===== config.mk =====
export PLATFORM = sky130hd
export DESIGN_NAME = blinkt_led_bar
export DESIGN_NICKNAME = d
export VERILOG_FILES = /design/src/rtl/blinkt_pkg.sv /design/src/rtl/blinkt_led_bar.sv
export SDC_FILE = /design/constraint.sdc
export NUM_CORES = 1
export LEC_CHECK = 0
export BUFFER_PORTS_ARGS = -buffer_cell sky130_fd_sc_hd__buf_2
export CAP_MARGIN = 10
export CORE_AREA = 5 5 208 210
export DETAILED_ROUTE_END_ITERATION = 8
export DIE_AREA = 0 0 213 215
export HOLD_SLACK_MARGIN = 0.06
export SLEW_MARGIN = 30
export SYNTH_ARGS = -nofsm -noshare
export SYNTH_HDL_FRONTEND = slang
export SYNTH_SLANG_ARGS = --single-unit

===== constraint.sdc =====
create_clock -name i_clk -period 2.1 [get_ports i_clk]
set_input_delay 0.315 -clock i_clk [delete_from_list [all_inputs] [get_ports i_clk]]
set_output_delay 0.315 -clock i_clk [all_outputs]
set_load 0.05 [all_outputs]

===== src/rtl/blinkt_pkg.sv =====
// rtl/blinkt_pkg.sv - shared constants and state types for the Blinkt LED bar
package blinkt_pkg;

  localparam logic [31:0] APA102_START = 32'h0000_0000;
  localparam logic [31:0] APA102_END   = 32'hFFFF_FFFF;

  localparam logic [5:0] REG_LED_BASE = 6'h00;
  localparam logic [5:0] REG_UPDATE   = 6'h20;

  localparam int NUM_LEDS = 8;

  typedef enum logic [1:0] {ST_IDLE, ST_START, ST_LED, ST_END} frame_state_t;

  typedef enum logic [1:0] {SER_IDLE, SER_LOW, SER_HIGH, SER_TAIL} ser_state_t;

endpackage


===== src/rtl/blinkt_led_bar.sv =====
// rtl/blinkt_led_bar.sv - Wishbone LED frame registers streaming APA102 frames on AXIS
module blinkt_led_bar #(
  parameter int DATA_WIDTH = 32,
  parameter int ADDR_WIDTH = 32,
  parameter int NUM_LEDS   = blinkt_pkg::NUM_LEDS
) (
  input  logic                  i_clk,
  input  logic                  i_rst,
  input  logic [ADDR_WIDTH-1:0] wb_adr_i,
  input  logic [DATA_WIDTH-1:0] wb_dat_i,
  output logic [DATA_WIDTH-1:0] wb_dat_o,
  input  logic                  wb_we_i,
  input  logic [3:0]            wb_sel_i,
  input  logic                  wb_stb_i,
  input  logic                  wb_cyc_i,
  output logic                  wb_ack_o,
  output logic                  wb_err_o,
  output logic                  wb_rty_o,
  output logic [DATA_WIDTH-1:0] m_axis_data,
  output logic                  m_axis_valid,
  input  logic                  s_axis_ready
);
  import blinkt_pkg::*;

  localparam int IDX_W = $clog2(NUM_LEDS);
  localparam logic [IDX_W-1:0] LAST_IDX = IDX_W'(NUM_LEDS - 1);

  logic [DATA_WIDTH-1:0] led_reg [NUM_LEDS];

  frame_state_t          state_q, state_d;
  logic [IDX_W-1:0]      idx_q, idx_d;
  logic                  pending_q, pending_d;
  logic                  valid_d;
  logic [DATA_WIDTH-1:0] data_d;
  logic [DATA_WIDTH-1:0] beat_word;
  logic [DATA_WIDTH-1:0] rd_data;

  logic [5:0]       byte_off;
  logic [IDX_W-1:0] led_sel;
  logic             wb_req, is_led, is_upd, led_wr, upd_wr, busy;
  logic             unused_bits;

  assign wb_err_o = 1'b0;
  assign wb_rty_o = 1'b0;

  // Byte lanes and address bits outside [5:2] play no part in decode
  assign unused_bits = ^{wb_sel_i, wb_adr_i[ADDR_WIDTH-1:6], wb_adr_i[1:0]};

  assign byte_off = {wb_adr_i[5:2], 2'b00};
  assign led_sel  = wb_adr_i[IDX_W+1:2];
  assign is_led   = (byte_off - REG_LED_BASE) < 6'(NUM_LEDS * 4);
  assign is_upd   = (byte_off == REG_UPDATE);
  assign wb_req   = wb_stb_i & wb_cyc_i & ~wb_ack_o;
  assign led_wr   = wb_req & wb_we_i & is_led;
  assign upd_wr   = wb_req & wb_we_i & is_upd;
  assign busy     = (state_q != ST_IDLE);

  always_comb begin
    rd_data = '0;
    if (is_led)
      rd_data = led_reg[led_sel];
    else if (is_upd)
      rd_data = DATA_WIDTH'({pending_q, busy});
  end

  always_ff @(posedge i_clk) begin
    if (i_rst) begin
      wb_ack_o <= 1'b0;
      wb_dat_o <= '0;
      for (int i = 0; i < NUM_LEDS; i++) led_reg[i] <= '0;
    end else begin
      wb_ack_o <= wb_req;
      wb_dat_o <= (wb_req && !wb_we_i) ? rd_data : '0;
      if (led_wr) led_reg[led_sel] <= wb_dat_i;
    end
  end

  always_comb begin
    beat_word = APA102_START;
    case (state_q)
      ST_LED:  beat_word = led_reg[idx_q];
      ST_END:  beat_word = APA102_END;
      default: beat_word = APA102_START;
    endcase
  end

  // Each beat is loaded live one cycle after the previous one is accepted
  always_comb begin
    state_d   = state_q;
    idx_d     = idx_q;
    pending_d = pending_q;
    valid_d   = m_axis_valid;
    data_d    = m_axis_data;
    if (state_q == ST_IDLE) begin
      if (upd_wr) state_d = ST_START;
    end else begin
      if (upd_wr) pending_d = 1'b1;
      if (!m_axis_valid) begin
        valid_d = 1'b1;
        data_d  = beat_word;
      end else if (s_axis_ready) begin
        valid_d = 1'b0;
        case (state_q)
          ST_START: begin
            state_d = ST_LED;
            idx_d   = '0;
          end
          ST_LED: begin
            if (idx_q == LAST_IDX) state_d = ST_END;
            else idx_d = idx_q + IDX_W'(1);
          end
          ST_END: begin
            if (pending_q || upd_wr) begin
              state_d   = ST_START;
              pending_d = 1'b0;
            end else begin
              state_d = ST_IDLE;
            end
          end
          default: state_d = ST_IDLE;
        endcase
      end
    end
  end

  always_ff @(posedge i_clk) begin
    if (i_rst) begin
      state_q      <= ST_IDLE;
      idx_q        <= '0;
      pending_q    <= 1'b0;
      m_axis_valid <= 1'b0;
      m_axis_data  <= '0;
    end else begin
      state_q      <= state_d;
      idx_q        <= idx_d;
      pending_q    <= pending_d;
      m_axis_valid <= valid_d;
      m_axis_data  <= data_d;
    end
  end

endmodule


==> run_results.csv, run 1 <==
group,metric,value,unit
floorplan,rows,75,
timing,worstMarginPinSlew,0.705,ns
clock_tree,clock_sinks,331,
timing,drv_slew,0,
logic_synthesis,yosys_warnings,0,
floorplan,coreArea,41400,um2
logic_synthesis,avgSynthCellArea,13.8,um2
global_routing,grt_pass1_wl,67200,um
routing,vias,10300,
global_routing,grt_max_degree,77,
floorplan,fp.dieArea,45800,um2
global_routing,antenna_found_initial,4,
finish,nets,1366,
clock_tree,clk_pin_slew,0.06,ns
worst_setup_path,path_buf_inv,1,
place,place_hpwl,27000,um
timing,rsz0062_at_grt,"false",
place,pre_cts_ws,-0.0103,ns
clock_tree,cts_buffers,38,
worst_setup_path,cp.arrival,2.23,ns
worst_setup_path,path_max_fanout,17,
routing,postRouteWirelength,45100,um
routing,drtPass1Iterations,5,
global_routing,grtUsageTotal,19.8,%
timing,setup-violations-final,0,
timing,finalWorstPathRequiredPeriod,2.00,ns
floorplan,die_x,213,um
worst_setup_path,critPathLaunchType,"flip-flop",
logic_synthesis,ys_ff_latch,331,
hold_path,worstHoldPathType,"in2reg",
timing,fin_ws,0.104,ns
timing,finalCritPeriodShare,95.1,%
timing,fmax,501,MHz
routing,drtIter0Drc,811,
clock_tree,cts_buffer_depth,3,
worst_setup_path,worstRegToRegCells,5,
finish,largest_register_ffs,256,
global_routing,grt_pass1_vias,10500,
place,dp_cells,1785,
logic_synthesis,postSynthCellCount,1170,
clock_tree,cts_root_buf,"clkbuf_16",
routing,viasPerCell,5.57,
hold_path,whs_path_depth,2,
timing,max_slew_margin,52.9,%
logic_synthesis,syn-cell-area,16200,um2
finish,layout_commonest_cell,"and2_1",
hold_path,holdPathEnd,"led_reg[4][0]$_SDFFCE_PN0P_",
place,gp_congestion,0.783,
global_routing,overflow,0,
outcome,outcome,"complete, no violations",
routing,wl_per_cell,24.3,um
hold_path,hold_path_startpoint,"wb_dat_i[0]",
routing,antenna_left,0,
place,port_buffers,107,
finish,drive_gt1_share,29.2,%
power,power_density,818,nW/um2
worst_setup_path,reg2reg_from,"wb_ack_o$_SDFF_PP0_",
timing,finalHoldViolCount,0,
timing,skew,0.0140,ns
floorplan,ioPinCount,142,
finish,fin_cells,1856,
clock_tree,cts_tree,"built",
floorplan,dieHeight,215,um
flow_run,maxCapViolCount,0,
finish,layout_common_cells,"258 x and2_1, 256 x edfxtp_1, 163 x a21oi_1, 128 x mux4_2, 105 x buf_2",
clock_tree,cts_setup_buffers,0,
worst_setup_path,worstPathRequired,2.34,ns
finish,syn_to_final_growth,19.3,%
worst_setup_path,endpoint_kind,"flip-flop",
floorplan,start_util,39.1,%
worst_setup_path,crit_chain,"nand4b_1, or3_4, nor4b_4, or2_4, buf_12",
power,power.leakage,0.00707,uW
worst_setup_path,slowest_stage,"or3_4",
worst_setup_path,r2r_slack,0.10,ns
clock_tree,clock_latency,0.55,ns
worst_setup_path,worstReg2RegEnd,"led_reg[4][22]$_SDFFCE_PN0P_",
power,peakVddDrop,567,uV
worst_setup_path,slowest_delay,0.41,ns
logic_synthesis,synth_cell_types,39,
worst_setup_path,crit_family,"simple AND/OR/NAND/NOR gates",
logic_synthesis,seq_area_frac_synth,56.8,%
clock_tree,htree_levels,2,
worst_setup_path,worstSetupPathType,"reg2reg",
routing,route.detailed.drc,0,
logic make-up after synthesis:
family                     Yosys count  share of synthesized area, %
and+or+nand+nor                    340                          12.9
DFF                                331                          56.8
AOI/OAI and AO/OA                  234                          7.37
muxes                              161                          19.9
buffers and inverters               97                          2.55
adders and majority gates            6                         0.464
other                                1                        0.0232
stage by stage:
step / utilization (%) / setup TNS [ns] / instance area, um2 / hold WS (ns) / total power (uW)
floorplan: - / -0.176 / 16200 / 0.461 / 8060
global placement: 43.2 / 0 / 17900 / 0.451 / 8490
detailed placement: 43.2 / -0.144 / 17900 / 0.459 / 8510
CTS: 46.6 / 0 / 19300 / 0.0994 / 15900
global route: 46.6 / 0 / 19300 / 0.127 / 16300
finish: 46.6 / 0 / 19300 / 0.131 / 15800
how the worst max path moves through the flow:
stage                         from                            to  slack, ns  cells after the start
3_3_place_gp                 i_rst  led_reg[1][26]$_SDFFCE_PN0P_       0.03                      6
6_report       wb_ack_o$_SDFF_PP0_  led_reg[4][22]$_SDFFCE_PN0P_       0.10                      5
2_1_floorplan  wb_ack_o$_SDFF_PP0_   led_reg[4][0]$_SDFFCE_PN0P_     -0.005                      4
4_1_cts        wb_ack_o$_SDFF_PP0_  led_reg[4][21]$_SDFFCE_PN0P_       0.08                      5
5_1_grt        wb_ack_o$_SDFF_PP0_  led_reg[4][21]$_SDFFCE_PN0P_     0.0003                      5
3_5_place_dp                 i_rst  led_reg[1][26]$_SDFFCE_PN0P_      -0.01                      6
routing by layer:
| metal | share of wire, % | vias to the layer above | global-route usage (%) | wire, um |
|---|---|---|---|---|
| met5 | 0.10 | - | 0 | 46 |
| met4 | 3.0 | 8 | 6.51 | 1340 |
| met3 | 6.4 | 88 | 2.90 | 2870 |
| met2 | 50 | 362 | 33.6 | 22700 |
| met1 | 40 | 5212 | 26.2 | 18100 |
| li1 | - | 4670 | - | - |
power breakdown:
group / switching [uW] / leakage (uW) / total, uW / internal (uW)
Clock: 2720 / 0.000678 / 7410 / 4690
Sequential: 131 / 0.00320 / 7380 / 7240
Combinational: 522 / 0.00320 / 985 / 464
Total: 3370 / 0.00707 / 15800 / 12400
final cells by class:
class	count	area (um2)
multi-input combinational	743	6640
clock inverter	25	360
sequential	331	9200
timing repair buffer	168	1350
tap	539	674
inverter	4	16.3
antenna	1	2.50
fill	3619	22100
clock buffer	45	1050
repair_timing:
item                       4_1_cts  5_1_grt
hold buffers                     0        0
setup endpoints to repair        0        2
resized for setup                0        1
cells in the mapped netlist:
cell / n / area [um2]
nor3_1: 7 / 35.0
a21oi_1: 163 / 816
nor3b_2: 1 / 12.5
edfxtp_1: 256 / 7690
or2_2: 9 / 56.3
inv_1: 4 / 15.0
clkbuf_2: 3 / 15.0
nor4b_1: 1 / 8.76
nand2_1: 3 / 11.3
or4b_2: 1 / 10.0
nor3_2: 3 / 30.0
nor2b_1: 3 / 18.8
o21ai_0: 66 / 330
and2_1: 258 / 1610
nand4b_1: 1 / 8.76
nand4b_2: 1 / 15.0
a2111oi_0: 1 / 8.76
nor4b_4: 1 / 23.8
nor2_1: 39 / 146
nor4_1: 1 / 6.26
and4bb_1: 1 / 12.5
a2111oi_2: 1 / 15.0
clkbuf_1: 48 / 180
buf_1: 10 / 37.5
ha_1: 6 / 75.1
nand3_1: 3 / 15.0
conb_1: 1 / 3.75
o21bai_1: 1 / 7.51
or3_1: 1 / 6.26
buf_4: 2 / 15.0
mux2i_1: 33 / 330
o22ai_1: 1 / 6.26
dfxtp_1: 75 / 1500
mux4_2: 128 / 2880
nor4_2: 1 / 12.5
nand2b_1: 4 / 25.0
buf_2: 30 / 150
or3_4: 1 / 11.3
a211oi_1: 1 / 7.51
worst register-to-register path, delay by kind of cell, from the launching register on:
family	cells	cell delay, ns
buffers and inverters	1	0.19
flip-flops	1	0.34
AND/OR/NAND/NOR	4	1.14
Power figures use the tool's default switching activity.
==> run 2: changes to the inputs <==
Settings changed: BUFFER_PORTS_ARGS -buffer_cell sky130_fd_sc_hd__buf_2 to -buffer_cell sky130_fd_sc_hd__buf_4, RECOVER_POWER set to 100.
==> run 2 against run 1 <==
Against the previous run: global-route usage grew 0.34 points; clock power shrank 16%; register-to-register slack is essentially flat; via count grew 1.7%; final area shrank 1.8%; maximum frequency grew 0.62%; first-iteration DRC count grew 20%; core utilization shrank 0.82 points; clock skew shrank 0.0060 ns; sequential share of layout area grew 0.83 points; largest cell class unchanged; highest routed layer is now met4.
==> run_results.csv, run 2 (synthesized netlist as in run 1, its figures left out) <==
group,metric,value,unit
floorplan,fp.dieArea,45800,um2
clock_tree,htree_levels,2,
global_routing,grt_pass1_vias,10800,
finish,layout_common_cells,"256 x edfxtp_1, 192 x and2_1, 163 x a21oi_1, 128 x mux4_2, 76 x clkbuf_1",
timing,rsz0062_at_grt,"false",
floorplan,rows,75,
finish,largest_register_ffs,256,
clock_tree,clock_sinks,331,
place,port_buffers,107,
global_routing,grtUsageTotal,20.2,%
place,gp_congestion,0.790,
floorplan,die_x,213,um
global_routing,use_met2,33.8,%
routing,drtIter0Drc,970,
place,place_hpwl,28400,um
worst_setup_path,endpoint_kind,"flip-flop",
finish,layout_commonest_cell,"edfxtp_1",
timing,finalCritPeriodShare,94.5,%
clock_tree,cts_buffers,38,
routing,drtPass1Iterations,5,
clock_tree,cts_buffer_depth,3,
global_routing,grt_pass1_wl,68700,um
flow_run,maxCapViolCount,0,
worst_setup_path,worstSetupPathType,"reg2reg",
clock_tree,postCtsResizedCells,0,
timing,max_slew_margin,50.8,%
worst_setup_path,crit_chain,"and4bb_1, nand4b_2, nor3b_4, buf_2, and2_0",
place,pre_cts_ws,-0.00274,ns
global_routing,met3_usage,3.43,%
worst_setup_path,cp.arrival,2.38,ns
routing,viasPerCell,5.64,
worst_setup_path,slowest_stage,"buf_2",
timing,setup-violations-final,0,
timing,setup_tns,0,ns
global_routing,overflow,0,
place,dp_cells,1794,
outcome,outcome,"complete, no violations",
clock_tree,cts_root_buf,"clkbuf_16",
timing,drv_slew,0,
worst_setup_path,r2r_slack,0.12,ns
worst_setup_path,worstPathRequired,2.50,ns
worst_setup_path,crit_family,"simple AND/OR/NAND/NOR gates",
global_routing,top_usage_layer,"met2",
routing,route.detailed.drc,0,
finish,finish.utilization,45.8,%
clock_tree,cts_tree,"built",
routing,postRouteWirelength,46100,um
floorplan,start_util,39.1,%
global_routing,grt_max_degree,85,
routing,vias,10500,
worst_setup_path,path_max_fanout,16,
finish,syn_to_final_growth,17.2,%
power,power.leakage,0.00662,uW
worst_setup_path,path_buf_inv,1,
timing,worstMarginPinSlew,0.736,ns
power,power_density,772,nW/um2
timing,fmax,504,MHz
clock_tree,ctsHoldBuffers,0,
clock_tree,cts_setup_buffers,0,
power,peakVddDrop,523,uV
finish,drive_gt1_share,23.6,%
power,power,14600,uW
worst_setup_path,critPathLaunchType,"flip-flop",
timing,finalWorstPathRequiredPeriod,1.98,ns
routing,antenna_left,0,
routing,wl_per_cell,24.7,um
floorplan,dieHeight,215,um
timing,skew,0.00805,ns
clock_tree,clk_pin_slew,0.06,ns
floorplan,ioPinCount,142,
clock_tree,clock_latency,0.54,ns
finish,fin_cells,1864,
timing,finalHoldViolCount,0,
global_routing,use_met1,26.4,%
finish,nets,1375,
floorplan,coreArea,41400,um2
timing,fin_ws,0.116,ns
hold_path,worstHoldPathType,"in2reg",
global_routing,antenna_found_initial,2,
worst_setup_path,slowest_delay,0.44,ns
run 2: cell types whose count changed in the layout (fill, tap and decap cells not counted), sizes merged:
cell      delta
buf         -79
clkinv       +7
clkinvlp     -2
inv          -1
bufinv       -9
clkbuf      +92
run 2: final cells by class:
cell class / instances / area (um2)
repair buffers: 177 / 1290
inverters: 4 / 16.3
multi-input cells: 743 / 6610
clock buffers: 49 / 1070
clock inverters: 20 / 96.3
flip-flops and latches: 331 / 9190
diodes: 1 / 2.50
well taps: 539 / 674
fillers: 3685 / 22400
run 2: where the power goes:
part	total [uW]	internal, uW	switching [uW]
clock	6260	3580	2670
sequential	7380	7250	132
combinational	990	465	525
total	14600	11300	3330
run 2: path summary, 6_finish.rpt:
path | start | to | depth (start not counted)
max | wb_ack_o$_SDFF_PP0_ | led_reg[5][19]$_SDFFCE_PN0P_ | 5
min | wb_dat_i[0] | led_reg[6][0]$_SDFFCE_PN0P_ | 2
max reg2reg | wb_ack_o$_SDFF_PP0_ | led_reg[5][19]$_SDFFCE_PN0P_ | 5
min reg2reg | m_axis_data[15]$_SDFFE_PP0P_ | m_axis_data[15]$_SDFFE_PP0P_ | 2
run 2: per-layer routing:
metal,up-vias,wire length (um)
li1,4688,-
met3,86,2920
met4,0,1420
met1,5355,18900
met2,384,22800
met5,-,0
run 2: per-stage QoR:
stage | hold WS [ns] | instance area, um2
3_5_place_dp | 0.465 | 18300
4_1_cts | 0.0682 | 19500
3_3_place_gp | 0.462 | 18300
5_1_grt | 0.0885 | 19000
2_1_floorplan | 0.461 | 16200
6_report | 0.100 | 19000
==> run 3: changes to the inputs <==
Settings changed: CORE_AREA 5 5 208 210 to 5 5 239 241, DIE_AREA 0 0 213 215 to 0 0 244 246.
==> run 3 against run 2 <==
Against the previous run: clock power grew 2%; via count shrank 1.5%; worst hold slack lost 0.0060 ns; first-iteration DRC count is 22% lower; core utilization down 11 points.
==> run_results.csv, run 3 (synthesized netlist as in run 1, its figures left out) <==
group,metric,value,unit
outcome,outcome,"complete, no violations",
worst_setup_path,endpoint_kind,"flip-flop",
routing,antenna_left,0,
routing,viasPerCell,5.11,
timing,finalWorstPathRequiredPeriod,2.02,ns
global_routing,grt_max_degree,65,
floorplan,coreArea,54700,um2
clock_tree,cts_root_buf,"clkbuf_16",
timing,drv_slew,0,
worst_setup_path,critPathLaunchType,"flip-flop",
worst_setup_path,slowest_delay,0.45,ns
finish,finish.utilization,35.0,%
timing,setup_tns,0,ns
place,dp_cells,1952,
finish,drive_gt1_share,23.1,%
worst_setup_path,crit_chain,"nand4b_1, or3_4, nor4b_4, or2_4, buf_6",
floorplan,dieHeight,246,um
timing,whs,0.0943,ns
worst_setup_path,worstSetupPathType,"reg2reg",
floorplan,ioPinCount,142,
worst_setup_path,worstPathRequired,2.34,ns
hold_path,worstHoldPathType,"in2reg",
finish,register_area,9190,um2
finish,largest_register_ffs,256,
place,port_buffers,107,
floorplan,fp.dieArea,60000,um2
clock_tree,clock_latency,0.55,ns
global_routing,grtUsageTotal,15.4,%
routing,drtPass1Iterations,5,
routing,postRouteWirelength,46800,um
global_routing,grt_pass1_vias,10800,
worst_setup_path,crit_family,"simple AND/OR/NAND/NOR gates",
worst_setup_path,cp.arrival,2.26,ns
routing,vias,10400,
worst_setup_path,slowest_stage,"or3_4",
finish,num-fill-cells,5314,
finish,multiInputGateArea,6620,um2
floorplan,die_x,244,um
finish,layout_commonest_cell,"edfxtp_1",
clock_tree,cts_tree,"built",
timing,finalCritPeriodShare,96.1,%
worst_setup_path,path_buf_inv,1,
flow_run,maxCapViolCount,0,
floorplan,rows,86,
clock_tree,ctsHoldBuffers,0,
power,peakVddDrop,514,uV
global_routing,overflow,0,
timing,rsz0062_at_grt,"false",
clock_tree,clk_pin_slew,0.06,ns
finish,diodes,0,
finish,fin_cells,2025,
clock_tree,cts_buffer_depth,3,
finish,layout_common_cells,"256 x edfxtp_1, 188 x and2_1, 163 x a21oi_1, 128 x mux4_2, 85 x clkbuf_1",
finish,nets,1371,
clock_tree,postCtsResizedCells,0,
timing,skew,0.0150,ns
global_routing,grt_pass1_wl,69800,um
finish,syn_to_final_growth,18.3,%
routing,drtIter0Drc,759,
routing,route.detailed.drc,0,
floorplan,start_util,29.6,%
timing,max_slew_margin,46.1,%
global_routing,antenna_found_initial,0,
timing,fmax,495,MHz
power,power_density,770,nW/um2
place,place_hpwl,29200,um
worst_setup_path,path_max_fanout,12,
routing,wl_per_cell,23.1,um
place,gp_congestion,0.774,
power,power.leakage,0.00659,uW
clock_tree,htree_levels,2,
timing,worstMarginPinSlew,0.808,ns
clock_tree,cts_buffers,38,
clock_tree,clock_sinks,331,
timing,setup-violations-final,0,
timing,finalHoldViolCount,0,
run 3: through the flow:
step	setup WS, ns	power [uW]	cell area [um2]
final	0.0813	14700	19100
after global routing	0.00126	15200	19100
after CTS	0.0515	14900	19500
after detailed placement	0.0168	8550	18300
after global placement	0.0398	8520	18300
after floorplan	-0.00549	8060	16200
run 3: where the power goes:
group	total [uW]	switching [uW]	internal (uW)
logic	978	522	455
clock network	6380	2680	3700
registers	7380	133	7250
run 3: cell type report:
cell class	count	area share (%)
clock buffers	57	5.66
clock inverters	13	0.536
repair buffers	173	6.43
flip-flops and latches	331	48.1
well taps	704	4.60
multi-input cells	743	34.6
inverters	4	0.0850
run 3: routing by layer:
| layer | wire length (um) | global-route usage, % | vias to the layer above |
|---|---|---|---|
| li1 | - | - | 4667 |
| met1 | 19200 | 19.7 | 5253 |
| met2 | 23400 | 26.9 | 349 |
| met3 | 2810 | 2.50 | 87 |
| met4 | 1420 | 5.08 | 0 |
| met5 | 0 | 0 | - |
run 3: worst paths after layout:
path | start | endpoint | slack (ns) | depth (start not counted)
hold reg to reg | m_axis_data[17]$_SDFFE_PP0P_ | m_axis_data[17]$_SDFFE_PP0P_ | 0.46 | 2
setup / recovery | wb_ack_o$_SDFF_PP0_ | led_reg[4][24]$_SDFFCE_PN0P_ | 0.08 | 5
hold / removal | wb_dat_i[2] | led_reg[5][2]$_SDFFCE_PN0P_ | 0.09 | 2
setup reg to reg | wb_ack_o$_SDFF_PP0_ | led_reg[4][24]$_SDFFCE_PN0P_ | 0.08 | 5
run 3: what timing repair did:
item | CTS | global route
setup endpoints to repair | 0 | 4
hold endpoints to repair | 0 | 0
buffers inserted | 0 | 3
